### src/rtl/accel_pkg.sv
// Shared definitions for the accelerator buffer-side blocks: default bus
// widths and the write-sequencer state type.
package accel_pkg;

    // Default BRAM address width (16K-word buffers).
    localparam int ADDR_WIDTH_DEF = 14;

    // Default stream / BRAM data width.
    localparam int DATA_WIDTH_DEF = 16;

    // Write sequencer control states.
    typedef enum logic [1:0] {
        ST_IDLE   = 2'd0,
        ST_WRITE  = 2'd1,
        ST_FINISH = 2'd2
    } state_t;

endpackage : accel_pkg

### src/rtl/bram_write_sequencer_if.sv
// Bundle of the range-configuration handshake, the input data stream and the
// single-port BRAM write port. The producer side (compute engine / bench)
// uses the master modport; the sequencer uses the slave modport.
interface bram_write_sequencer_if #(
    parameter int ADDR_WIDTH = 14,
    parameter int DATA_WIDTH = 16
);

    // Range configuration handshake.
    logic                  cfg_valid;
    logic                  cfg_ready;
    logic [ADDR_WIDTH-1:0] start_addr;
    logic [ADDR_WIDTH-1:0] end_addr;

    // Input data stream.
    logic                  in_valid;
    logic                  in_ready;
    logic [DATA_WIDTH-1:0] in_data;

    // BRAM write port.
    logic                  we;
    logic [ADDR_WIDTH-1:0] waddr;
    logic [DATA_WIDTH-1:0] wdata;

    // Status.
    logic                  busy;
    logic                  done;
    logic                  cfg_err;

    // Producer of ranges and data; observer of the write port and status.
    modport master (
        output cfg_valid,
        output start_addr,
        output end_addr,
        output in_valid,
        output in_data,
        input  cfg_ready,
        input  in_ready,
        input  we,
        input  waddr,
        input  wdata,
        input  busy,
        input  done,
        input  cfg_err
    );

    // The sequencer itself.
    modport slave (
        input  cfg_valid,
        input  start_addr,
        input  end_addr,
        input  in_valid,
        input  in_data,
        output cfg_ready,
        output in_ready,
        output we,
        output waddr,
        output wdata,
        output busy,
        output done,
        output cfg_err
    );

endinterface : bram_write_sequencer_if

### src/rtl/dffre.sv
// Enable flop primitive with synchronous active-high reset. Every register in
// the write sequencer is an instance of this cell so reset and enable behaviour
// is uniform across the datapath and control.
module dffre #(
    parameter int WIDTH = 1
) (
    input  logic             clk,
    input  logic             r,
    input  logic             en,
    input  logic [WIDTH-1:0] d,
    output logic [WIDTH-1:0] q
);

    // Capture d when enabled; reset clears to zero and wins over enable.
    always_ff @(posedge clk) begin
        // NOTE: non-blocking assignment so every flop samples pre-edge values,
        // independent of the order in which always blocks are evaluated.
        if (r) begin
            q <= '0;
        end else if (en) begin
            q <= d;
        end
    end

endmodule : dffre

### src/rtl/bram_write_sequencer.sv
// BRAM write sequencer: accepts an inclusive address range, then writes one
// stream beat per cycle into consecutive BRAM addresses. The write port is
// registered, so each accepted beat appears on we/waddr/wdata one cycle
// later. The final write coincides with a one-cycle done pulse, after which
// the block returns to IDLE. Ranges with end < start are rejected with a
// one-cycle cfg_err pulse.
module bram_write_sequencer
    import accel_pkg::*;
#(
    parameter int ADDR_WIDTH = ADDR_WIDTH_DEF,
    parameter int DATA_WIDTH = DATA_WIDTH_DEF
) (
    input  logic                   clk,
    input  logic                   rstn,
    bram_write_sequencer_if.slave  bus
);

    // ------------------------------------------------------------------
    // Declarations
    // ------------------------------------------------------------------
    logic                  rst;

    state_t                state;
    state_t                state_nxt;
    logic [1:0]            state_q;

    logic [ADDR_WIDTH-1:0] addr_q;
    logic [ADDR_WIDTH-1:0] addr_d;
    logic                  addr_en;
    logic [ADDR_WIDTH-1:0] end_q;

    logic                  we_q;
    logic [ADDR_WIDTH-1:0] waddr_q;
    logic [DATA_WIDTH-1:0] wdata_q;
    logic                  cfg_err_q;

    logic                  cfg_fire;
    logic                  range_ok;
    logic                  cfg_accept;
    logic                  cfg_reject;
    logic                  beat;
    logic                  last_beat;

    logic                  cfg_ready;
    logic                  in_ready;
    logic                  busy;
    logic                  done;

    // The flop primitive resets high; the system reset is active low and is
    // sampled synchronously inside each flop, so a mid-transfer reset simply
    // abandons the range on the next edge.
    assign rst = ~rstn;

    // ------------------------------------------------------------------
    // Handshake decode
    // ------------------------------------------------------------------
    // A range is offered only while idle; end == start is a valid 1-word range.
    assign cfg_fire   = (state == ST_IDLE) && bus.cfg_valid;
    assign range_ok   = (bus.end_addr >= bus.start_addr);
    assign cfg_accept = cfg_fire && range_ok;
    assign cfg_reject = cfg_fire && !range_ok;

    // in_ready is a pure decode of WRITE, so a beat is in_valid while in WRITE.
    assign beat      = (state == ST_WRITE) && bus.in_valid;
    assign last_beat = beat && (addr_q == end_q);

    // ------------------------------------------------------------------
    // FSM: state register
    // ------------------------------------------------------------------
    dffre #(.WIDTH(2)) u_state_reg (
        .clk (clk),
        .r   (rst),
        .en  (1'b1),
        .d   (state_nxt),
        .q   (state_q)
    );

    assign state = state_t'(state_q);

    // ------------------------------------------------------------------
    // FSM: next-state logic
    // ------------------------------------------------------------------
    // Advance IDLE -> WRITE on an accepted range, WRITE -> FINISH on the last
    // beat, and FINISH -> IDLE unconditionally.
    always_comb begin
        // NOTE: default assignment first so no path leaves state_nxt unassigned
        // (which would infer a latch).
        state_nxt = state;
        case (state)
            ST_IDLE: begin
                if (cfg_accept) begin
                    state_nxt = ST_WRITE;
                end
            end
            ST_WRITE: begin
                if (last_beat) begin
                    state_nxt = ST_FINISH;
                end
            end
            ST_FINISH: begin
                state_nxt = ST_IDLE;
            end
            default: begin
                state_nxt = ST_IDLE;
            end
        endcase
    end

    // ------------------------------------------------------------------
    // FSM: output decode
    // ------------------------------------------------------------------
    // Handshake readiness and status flags are decoded from the current state.
    always_comb begin
        cfg_ready = 1'b0;
        in_ready  = 1'b0;
        busy      = 1'b0;
        done      = 1'b0;
        case (state)
            ST_IDLE: begin
                cfg_ready = 1'b1;
            end
            ST_WRITE: begin
                in_ready = 1'b1;
                busy     = 1'b1;
            end
            ST_FINISH: begin
                done = 1'b1;
            end
            default: begin
                cfg_ready = 1'b0;
            end
        endcase
    end

    // ------------------------------------------------------------------
    // Address counter and end register
    // ------------------------------------------------------------------
    // Load the start address on an accepted range, otherwise step by one per
    // beat. After the last beat it may wrap to zero; that value is never used.
    assign addr_d  = cfg_accept ? bus.start_addr : (addr_q + ADDR_WIDTH'(1));
    assign addr_en = cfg_accept || beat;

    dffre #(.WIDTH(ADDR_WIDTH)) u_addr_reg (
        .clk (clk),
        .r   (rst),
        .en  (addr_en),
        .d   (addr_d),
        .q   (addr_q)
    );

    dffre #(.WIDTH(ADDR_WIDTH)) u_end_reg (
        .clk (clk),
        .r   (rst),
        .en  (cfg_accept),
        .d   (bus.end_addr),
        .q   (end_q)
    );

    // ------------------------------------------------------------------
    // Registered BRAM write port
    // ------------------------------------------------------------------
    // we follows the beat every cycle; address and data only load on a beat
    // so they hold their last values while we is low.
    dffre #(.WIDTH(1)) u_we_reg (
        .clk (clk),
        .r   (rst),
        .en  (1'b1),
        .d   (beat),
        .q   (we_q)
    );

    dffre #(.WIDTH(ADDR_WIDTH)) u_waddr_reg (
        .clk (clk),
        .r   (rst),
        .en  (beat),
        .d   (addr_q),
        .q   (waddr_q)
    );

    dffre #(.WIDTH(DATA_WIDTH)) u_wdata_reg (
        .clk (clk),
        .r   (rst),
        .en  (beat),
        .d   (bus.in_data),
        .q   (wdata_q)
    );

    // One-cycle error pulse for every rejected range presentation.
    dffre #(.WIDTH(1)) u_cfg_err_reg (
        .clk (clk),
        .r   (rst),
        .en  (1'b1),
        .d   (cfg_reject),
        .q   (cfg_err_q)
    );

    // ------------------------------------------------------------------
    // Interface drive
    // ------------------------------------------------------------------
    assign bus.cfg_ready = cfg_ready;
    assign bus.in_ready  = in_ready;
    assign bus.busy      = busy;
    assign bus.done      = done;
    assign bus.cfg_err   = cfg_err_q;
    assign bus.we        = we_q;
    assign bus.waddr     = waddr_q;
    assign bus.wdata     = wdata_q;

endmodule : bram_write_sequencer

### src/flat_wrapper.sv
// flat-port wrapper written by rule: the top's interface ports become plain ports
module bram_write_sequencer_flat import accel_pkg::*;
#(
    parameter int ADDR_WIDTH = ADDR_WIDTH_DEF,
    parameter int DATA_WIDTH = DATA_WIDTH_DEF
)
  (clk, rstn, bus_cfg_valid, bus_start_addr, bus_end_addr, bus_in_valid, bus_in_data, bus_cfg_ready, bus_in_ready, bus_we, bus_waddr, bus_wdata, bus_busy, bus_done, bus_cfg_err);
  bram_write_sequencer_if #(.ADDR_WIDTH(ADDR_WIDTH), .DATA_WIDTH(DATA_WIDTH)) bus_i ();
  input  logic clk;
  input  logic rstn;
  input wire logic [$bits(bus_i.cfg_valid)-1:0] bus_cfg_valid;
  input wire logic [$bits(bus_i.start_addr)-1:0] bus_start_addr;
  input wire logic [$bits(bus_i.end_addr)-1:0] bus_end_addr;
  input wire logic [$bits(bus_i.in_valid)-1:0] bus_in_valid;
  input wire logic [$bits(bus_i.in_data)-1:0] bus_in_data;
  output wire logic [$bits(bus_i.cfg_ready)-1:0] bus_cfg_ready;
  output wire logic [$bits(bus_i.in_ready)-1:0] bus_in_ready;
  output wire logic [$bits(bus_i.we)-1:0] bus_we;
  output wire logic [$bits(bus_i.waddr)-1:0] bus_waddr;
  output wire logic [$bits(bus_i.wdata)-1:0] bus_wdata;
  output wire logic [$bits(bus_i.busy)-1:0] bus_busy;
  output wire logic [$bits(bus_i.done)-1:0] bus_done;
  output wire logic [$bits(bus_i.cfg_err)-1:0] bus_cfg_err;
  assign bus_i.cfg_valid = bus_cfg_valid;
  assign bus_i.start_addr = bus_start_addr;
  assign bus_i.end_addr = bus_end_addr;
  assign bus_i.in_valid = bus_in_valid;
  assign bus_i.in_data = bus_in_data;
  assign bus_cfg_ready = bus_i.cfg_ready;
  assign bus_in_ready = bus_i.in_ready;
  assign bus_we = bus_i.we;
  assign bus_waddr = bus_i.waddr;
  assign bus_wdata = bus_i.wdata;
  assign bus_busy = bus_i.busy;
  assign bus_done = bus_i.done;
  assign bus_cfg_err = bus_i.cfg_err;
  bram_write_sequencer #(.ADDR_WIDTH(ADDR_WIDTH), .DATA_WIDTH(DATA_WIDTH)) u_core (.clk(clk), .rstn(rstn), .bus(bus_i));
endmodule
### config.mk
export PLATFORM = sky130hd
export DESIGN_NAME = bram_write_sequencer_flat
export DESIGN_NICKNAME = d
export VERILOG_FILES = /design/src/rtl/accel_pkg.sv /design/src/rtl/bram_write_sequencer_if.sv /design/src/rtl/dffre.sv /design/src/rtl/bram_write_sequencer.sv /design/src/flat_wrapper.sv
export SDC_FILE = /design/constraint.sdc
export NUM_CORES = 1
export LEC_CHECK = 0
export CAP_MARGIN = 5
export CORE_MARGIN = 2
export CORE_UTILIZATION = 35
export DETAILED_ROUTE_END_ITERATION = 8
export SLEW_MARGIN = 40
export SYNTH_ARGS = -nofsm -noshare
export SYNTH_HDL_FRONTEND = slang
export SYNTH_HIERARCHICAL = 1
export SYNTH_SLANG_ARGS = --single-unit
### constraint.sdc
create_clock -name clk -period 4.38 [get_ports clk]
set_clock_uncertainty 0.05 [all_clocks]
set_input_delay 0.876 -clock clk [delete_from_list [all_inputs] [get_ports clk]]
set_output_delay 0.876 -clock clk [all_outputs]
set_load 0.05 [all_outputs]
==> impl_metrics.tcl, run 1 <==
set metrics [dict create \
    outcome "finished clean" \
    rsz0062_at_grt "no" \
    reg2reg_to "u_core/u_addr_reg/q[8]$_SDFFE_PP0P_" \
    multi_input_area_um2 1740 \
    synth.avg_cell_area_um2 9.69 \
    cts_inserted_buffers 9 \
    rows 34 \
    port_buffers 83 \
    final_max_slew_viol_count 0 \
    finalHoldViolCount 0 \
    path_class "in -> reg" \
    grt_first_pass_wirelength_um 12100 \
    core-area_um2 8810 \
    synthTopCellsByArea "dfxtp_1, mux2i_1, nor2_1" \
    synthCells 331 \
    drt_iter0_markers 77 \
    cp.required_ns 4.55 \
    clk-insertion-delay-late_ns 0.34 \
    synthArstFlopShare_pct 0 \
    synth-main-ff-cell "dfxtp_1" \
    reg2reg_depth 8 \
    cp_data_arrival_time_ns 3.43 \
    yosysMostFrequentCell "mux2i_1" \
    post_cts_buffers 0 \
    crit_end "u_core/u_addr_reg/q[8]$_SDFFE_PP0P_" \
    p_leak_nw 1.65 \
    fin_crit_ns 3.26 \
    via_per_inst 4.67 \
    route.vias.total 2466 \
    fin_setup_tns_ns 0 \
    ant_nets 0 \
    crit_path_start "bus_start_addr[5]" \
    n_fill_cell 868 \
    yosys.area.top_type_share_pct 38.7 \
    track_usage_pct 15.6 \
    syn2layout_area_growth_pct 32.0 \
    drive_gt1_share_pct 6.67 \
    yosys.area.top_type "dfxtp_1" \
    netlist_area_um2 3210 \
    dieArea_um2 9950 \
    fmax_mhz 307 \
    path_max_fanout 29 \
    ys_top_cells_by_count "mux2i_1, nor2_1, dfxtp_1" \
    worst_setup_path_start_kind "primary input" \
    r2r_slack_ns 2.37 \
    overflow 0 \
    r2r-start "u_core/u_addr_reg/q[0]$_SDFFE_PP0P_" \
    antenna_found_initial 0 \
    die_y_um 99.7 \
    ys_warn_count 6 \
    drc 0 \
    place_congestion 0.914 \
    synth-edff-count 0 \
    avgRoutedWirePerCell_um 14.3 \
    cts-resized-gates 0 \
    worst_hold_path_type "reg -> reg" \
    cts_hold_buf 0 \
    fin_nets 478 \
    total_power_mw 1.36 \
    ys_ff_latch 62 \
    end_kind "register" \
    grt_max_degree 35 \
    fp.dieW_um 99.7 \
    yosysUniqueCellTypes 34 \
    hold_slack_ns 0.448 \
    pin_count 84 \
    drtPass1Iterations 4 \
    wl_um 7540 \
    drv_cap 0 \
    start_util_pct 36.4 \
    fin_cells 528 \
    ff_latch_area_um2 1240 \
    power_density_nw_per_um2 321 \
    fin_area_um2 4240 \
    tightest_slew_ns 0.519 \
    dp_hpwl_um 5490 \
    root_buffer "clkbuf_8" \
    cts_buffer_depth 2 \
    grt_pass1_vias 2413 \
    htreeDepth 3 \
    cts_tree "yes" \
    dp_cells 512 \
    dpl_cell_area_um2 4040 \
    clkSlewWorstSetupHoldPaths_ns 0.07 \
    yosysSeqAreaShare_pct 38.7 \
    cts_sinks 62 \
    irDropWorstVdd_v 0.000161 \
    diodes 0 \
    relSlewSlack_pct 65.3 \
    setup_viol 0 \
    fin_crit_sh_pct 74.4 \
]
## how the worst min path moves through the flow
| stage | startpoint | to | slack [ns] | cells past startpoint |
|---|---|---|---|---|
| after floorplan | u_core/u_end_reg/q[10]$_SDFFE_PP0P_ | u_core/u_end_reg/q[10]$_SDFFE_PP0P_ | 0.43 | 2 |
| after global placement | u_core/u_waddr_reg/q[11]$_SDFFE_PP0P_ | u_core/u_waddr_reg/q[11]$_SDFFE_PP0P_ | 0.42 | 2 |
| after detailed placement | u_core/u_waddr_reg/q[11]$_SDFFE_PP0P_ | u_core/u_waddr_reg/q[11]$_SDFFE_PP0P_ | 0.43 | 2 |
| after CTS | u_core/u_waddr_reg/q[11]$_SDFFE_PP0P_ | u_core/u_waddr_reg/q[11]$_SDFFE_PP0P_ | 0.45 | 2 |
| after global routing | u_core/u_waddr_reg/q[7]$_SDFFE_PP0P_ | u_core/u_waddr_reg/q[7]$_SDFFE_PP0P_ | 0.48 | 2 |
| final | u_core/u_waddr_reg/q[10]$_SDFFE_PP0P_ | u_core/u_waddr_reg/q[10]$_SDFFE_PP0P_ | 0.45 | 2 |
## cell families after synthesis
kind of cell               share of synthesized area (%)
buffers and inverters                               7.49
other                                              0.117
adders and majority gates                           5.85
AOI/OAI and AO/OA                                   3.00
xor gates and xnor gates                            7.10
muxes                                               23.8
and+or+nand+nor                                     13.9
DFF                                                 38.7
## area by class of cell
cell class,count,area share (%)
multi-input combinational,238,41.1
inverter,18,1.60
sequential,62,29.3
timing repair buffer,86,20.1
tap,108,3.19
clock inverter,6,1.45
clock buffer,10,3.25
## cell usage in the layout (no fill, tap or decap)
| cell type | netlist | layout |
|---|---|---|
| dfxtp_1 | 62 | 62 |
| inv_2 | 0 | 1 |
| o311ai_2 | 1 | 1 |
| o21ai_0 | 1 | 1 |
| clkinv_4 | 0 | 1 |
| nor3_2 | 1 | 1 |
| o21bai_1 | 1 | 1 |
| or2_2 | 1 | 1 |
| nor2_1 | 69 | 69 |
| clkinvlp_4 | 0 | 1 |
| clkinv_2 | 0 | 3 |
| nand3_1 | 6 | 6 |
| and3_1 | 4 | 4 |
| nand2_1 | 11 | 11 |
| o221ai_1 | 1 | 1 |
| mux2i_1 | 73 | 73 |
| and2_1 | 2 | 1 |
| ha_1 | 15 | 15 |
| and2_2 | 0 | 1 |
| inv_1 | 18 | 17 |
| mux2_2 | 3 | 3 |
| a21oi_4 | 1 | 1 |
| xnor2_1 | 17 | 17 |
| bufinv_16 | 0 | 1 |
| nand4_1 | 5 | 5 |
| a21o_1 | 1 | 1 |
| clkbuf_8 | 0 | 10 |
| buf_4 | 1 | 3 |
| nor2b_1 | 2 | 2 |
| a21oi_1 | 7 | 7 |
| nand2b_1 | 1 | 1 |
| nor4_1 | 2 | 2 |
| clkdlybuf4s50_1 | 0 | 83 |
| xor2_1 | 9 | 9 |
| conb_1 | 1 | 4 |
## critical path: stages
cell and delay [ns]:
clkdlybuf4s50_1 0.45, inv_1 0.05, ha_1 0.32, nand4_1 0.16, a21oi_1 0.19, o311ai_2 0.17, a21oi_4 0.18, buf_4 0.44
mux2_2 0.39, mux2i_1 0.15, nor2_1 0.05
## power by group
part           switching [mW]  total (mW)  leakage, nW  internal [mW]
registers              0.0197       0.603        0.502          0.583
clock network           0.237       0.513        0.102          0.276
logic                   0.123       0.243         1.04          0.120
## through the flow
stage                     setup slack (ns)  utilization (%)
after floorplan                       1.55                -
after global placement               0.857             45.8
after detailed placement             0.787             45.8
after CTS                             1.16             48.1
after global routing                  1.01             48.1
final                                 1.12             48.1
## routing by layer
layer	share of wire, %	track usage [%]
met5	0	0
met3	6.5	5.62
met4	1.4	4.64
met2	44	24.6
met1	48	20.2
## flip-flops by register name (all words and copies together) (netlist names)
name,flops
u_core/u_waddr_reg/q,14
u_core/u_end_reg/q,14
u_core/u_we_reg/q,1
u_core/u_addr_reg/q,14
u_core/u_wdata_reg/q,16
u_core/u_cfg_err_reg/q,1
u_core/u_state_reg/q,2
Note: power is estimated with default switching activity, not from simulation.
==> run 2: changes to the inputs <==
clock period = 3.18 ns   (was 4.38 ns; I/O delays follow)
==> run 2 against run 1 <==
  * Cell count is 0.38% higher
  * Clock power is 57% higher
  * Highest routed layer unchanged
  * Largest cell class unchanged
  * Combinational power is 40% higher
  * Global-route usage is 0.32 points higher
  * Routed wire length is 0.78% higher
==> impl_metrics.tcl, run 2 (same netlist as run 1, synthesis figures left out) <==
set metrics [dict create \
    outcome "finished clean" \
    post_cts_buffers 0 \
    worstHoldStart "u_core/u_wdata_reg/q[7]$_SDFFE_PP0P_" \
    start_util_pct 36.4 \
    root_buffer "clkbuf_8" \
    drt_iter0_markers 101 \
    fp.dieW_um 99.7 \
    relSlewSlack_pct 55.4 \
    reg2reg_depth 5 \
    rsz0062_at_grt "no" \
    die_y_um 99.7 \
    largest_reg_flops 16 \
    worst_hold_path_type "reg -> reg" \
    r2r_slack_ns 1.08 \
    diodes 0 \
    crit_path_top_delay_cell "or2_2" \
    drtPass1Iterations 4 \
    ant_nets 0 \
    fin_area_um2 4280 \
    cts_hold_buf 0 \
    fin_crit_sh_pct 88.7 \
    htreeDepth 3 \
    route.vias.total 2516 \
    power_density_nw_per_um2 461 \
    track_usage_pct 16.0 \
    dieArea_um2 9950 \
    tightest_slew_ns 0.669 \
    crit_path_start "bus_start_addr[5]" \
    grt_max_degree 63 \
    core-area_um2 8810 \
    p_int_mw 1.46 \
    setup_ws_ns 0.359 \
    clkSlewWorstSetupHoldPaths_ns 0.07 \
    cts-resized-gates 0 \
    fmax_mhz 355 \
    layout_commonest_cell "clkdlybuf4s50_1" \
    fin_nets 480 \
    fin_setup_tns_ns 0 \
    dpl_cell_area_um2 4050 \
    cts_tree "yes" \
    switching_share_pct 26.3 \
    cpPeakStageDelay_ns 0.49 \
    cp.required_ns 3.33 \
    cts_sinks 62 \
    combPwrFrac_pct 17.2 \
    crit_end "u_core/u_addr_reg/q[10]$_SDFFE_PP0P_" \
    fin_cells 530 \
    path_max_fanout 14 \
    path_class "in -> reg" \
    total_power_mw 1.98 \
    final_util_pct 48.7 \
    overflow 0 \
    grt_pass1_vias 2544 \
    drive_gt1_share_pct 6.87 \
    pre_cts_slack_ns 0.0304 \
    switching_power_mw 0.520 \
    drv_cap 0 \
    finalHoldViolCount 0 \
    port_buffers 83 \
    mostFrequentLayoutCells "clkdlybuf4s50_1, mux2i_1, nor2_1" \
    place_congestion 0.845 \
    setup_viol 0 \
    via_per_inst 4.75 \
    r2r-start "u_core/u_state_reg/q[0]$_SDFFE_PP0P_" \
    path_cells "clkdlybuf4s50_1 -> inv_1 -> ha_1 -> nand4_1 -> a21oi_1 -> o311ai_2 -> a21oi_4 -> or2_2 -> mux2i_1 -> nor2_1" \
    pwr-share-seq_pct 42.1 \
    wl_um 7600 \
    dp_cells 514 \
    clk-insertion-delay-late_ns 0.34 \
    antenna_found_initial 0 \
    avgRoutedWirePerCell_um 14.3 \
    largest_register "u_core/u_wdata_reg/q" \
    cts_buffer_depth 2 \
    dp_hpwl_um 5610 \
    p_clk_share_pct 40.8 \
    cp_data_arrival_time_ns 2.97 \
    rows 34 \
    cts_inserted_buffers 9 \
    pin_count 84 \
    drc 0 \
    end_kind "register" \
    grt_first_pass_wirelength_um 12500 \
    final_max_slew_viol_count 0 \
    syn2layout_area_growth_pct 33.5 \
    fin_crit_ns 2.82 \
    hold_slack_ns 0.442 \
    reg2reg_to "u_core/u_addr_reg/q[10]$_SDFFE_PP0P_" \
    p_leak_nw 1.67 \
    worst_setup_path_start_kind "primary input" \
    irDropWorstVdd_v 0.000230 \
]
-- run 2: cell types whose count changed in the layout (fill, tap and decap cells not counted), sizes merged --
cell    change
clkbuf      +1
clkinv      -1
bufinv      +1
buf         +2
inv         -1
-- run 2: cell type report --
type                            instances  area (um^2)
Fill cell                             856         4520
Multi-Input combinational cell        238         1740
Sequential cell                        62         1240
Timing Repair Buffer                   88          868
Clock buffer                           11          151
Tap cell                              108          135
Clock inverter                          5         81.3
Inverter                               18         67.6
-- run 2: critical path: cells and delay by family --
family,cells,cell delay [ns]
compound gates,3,0.58
fa+ha+maj,1,0.32
mux,1,0.24
simple gates,3,0.69
buf+inv,2,0.50
-- run 2: power groups by stage --
stage                     Combinational (mW)  Sequential, mW  Clock (mW)
after detailed placement               0.339           0.849           0
after global routing                   0.370           0.834       0.872
after CTS                              0.342           0.831       0.830
after floorplan                        0.218           0.865           0
after global placement                 0.338           0.849           0
final                                  0.339           0.831       0.805
-- run 2: metal layers --
metal  share of wire, %  vias to the layer above  GRT usage [%]
li1                   -                     1268              -
met1                 46                     1157           20.1
met2                 47                       83           26.4
met3                6.3                        8           5.06
met4                1.1                        0           4.43
met5                  0                        -              0
-- run 2: worst min-delay path by stage --
stage	endpoint	slack, ns	depth (start not counted)
finish	u_core/u_wdata_reg/q[7]$_SDFFE_PP0P_	0.44	2
global route	u_core/u_waddr_reg/q[11]$_SDFFE_PP0P_	0.47	2
CTS	u_core/u_wdata_reg/q[7]$_SDFFE_PP0P_	0.45	2
detailed placement	u_core/u_wdata_reg/q[7]$_SDFFE_PP0P_	0.43	2
global placement	u_core/u_waddr_reg/q[1]$_SDFFE_PP0P_	0.42	2
floorplan	u_core/u_end_reg/q[10]$_SDFFE_PP0P_	0.43	2
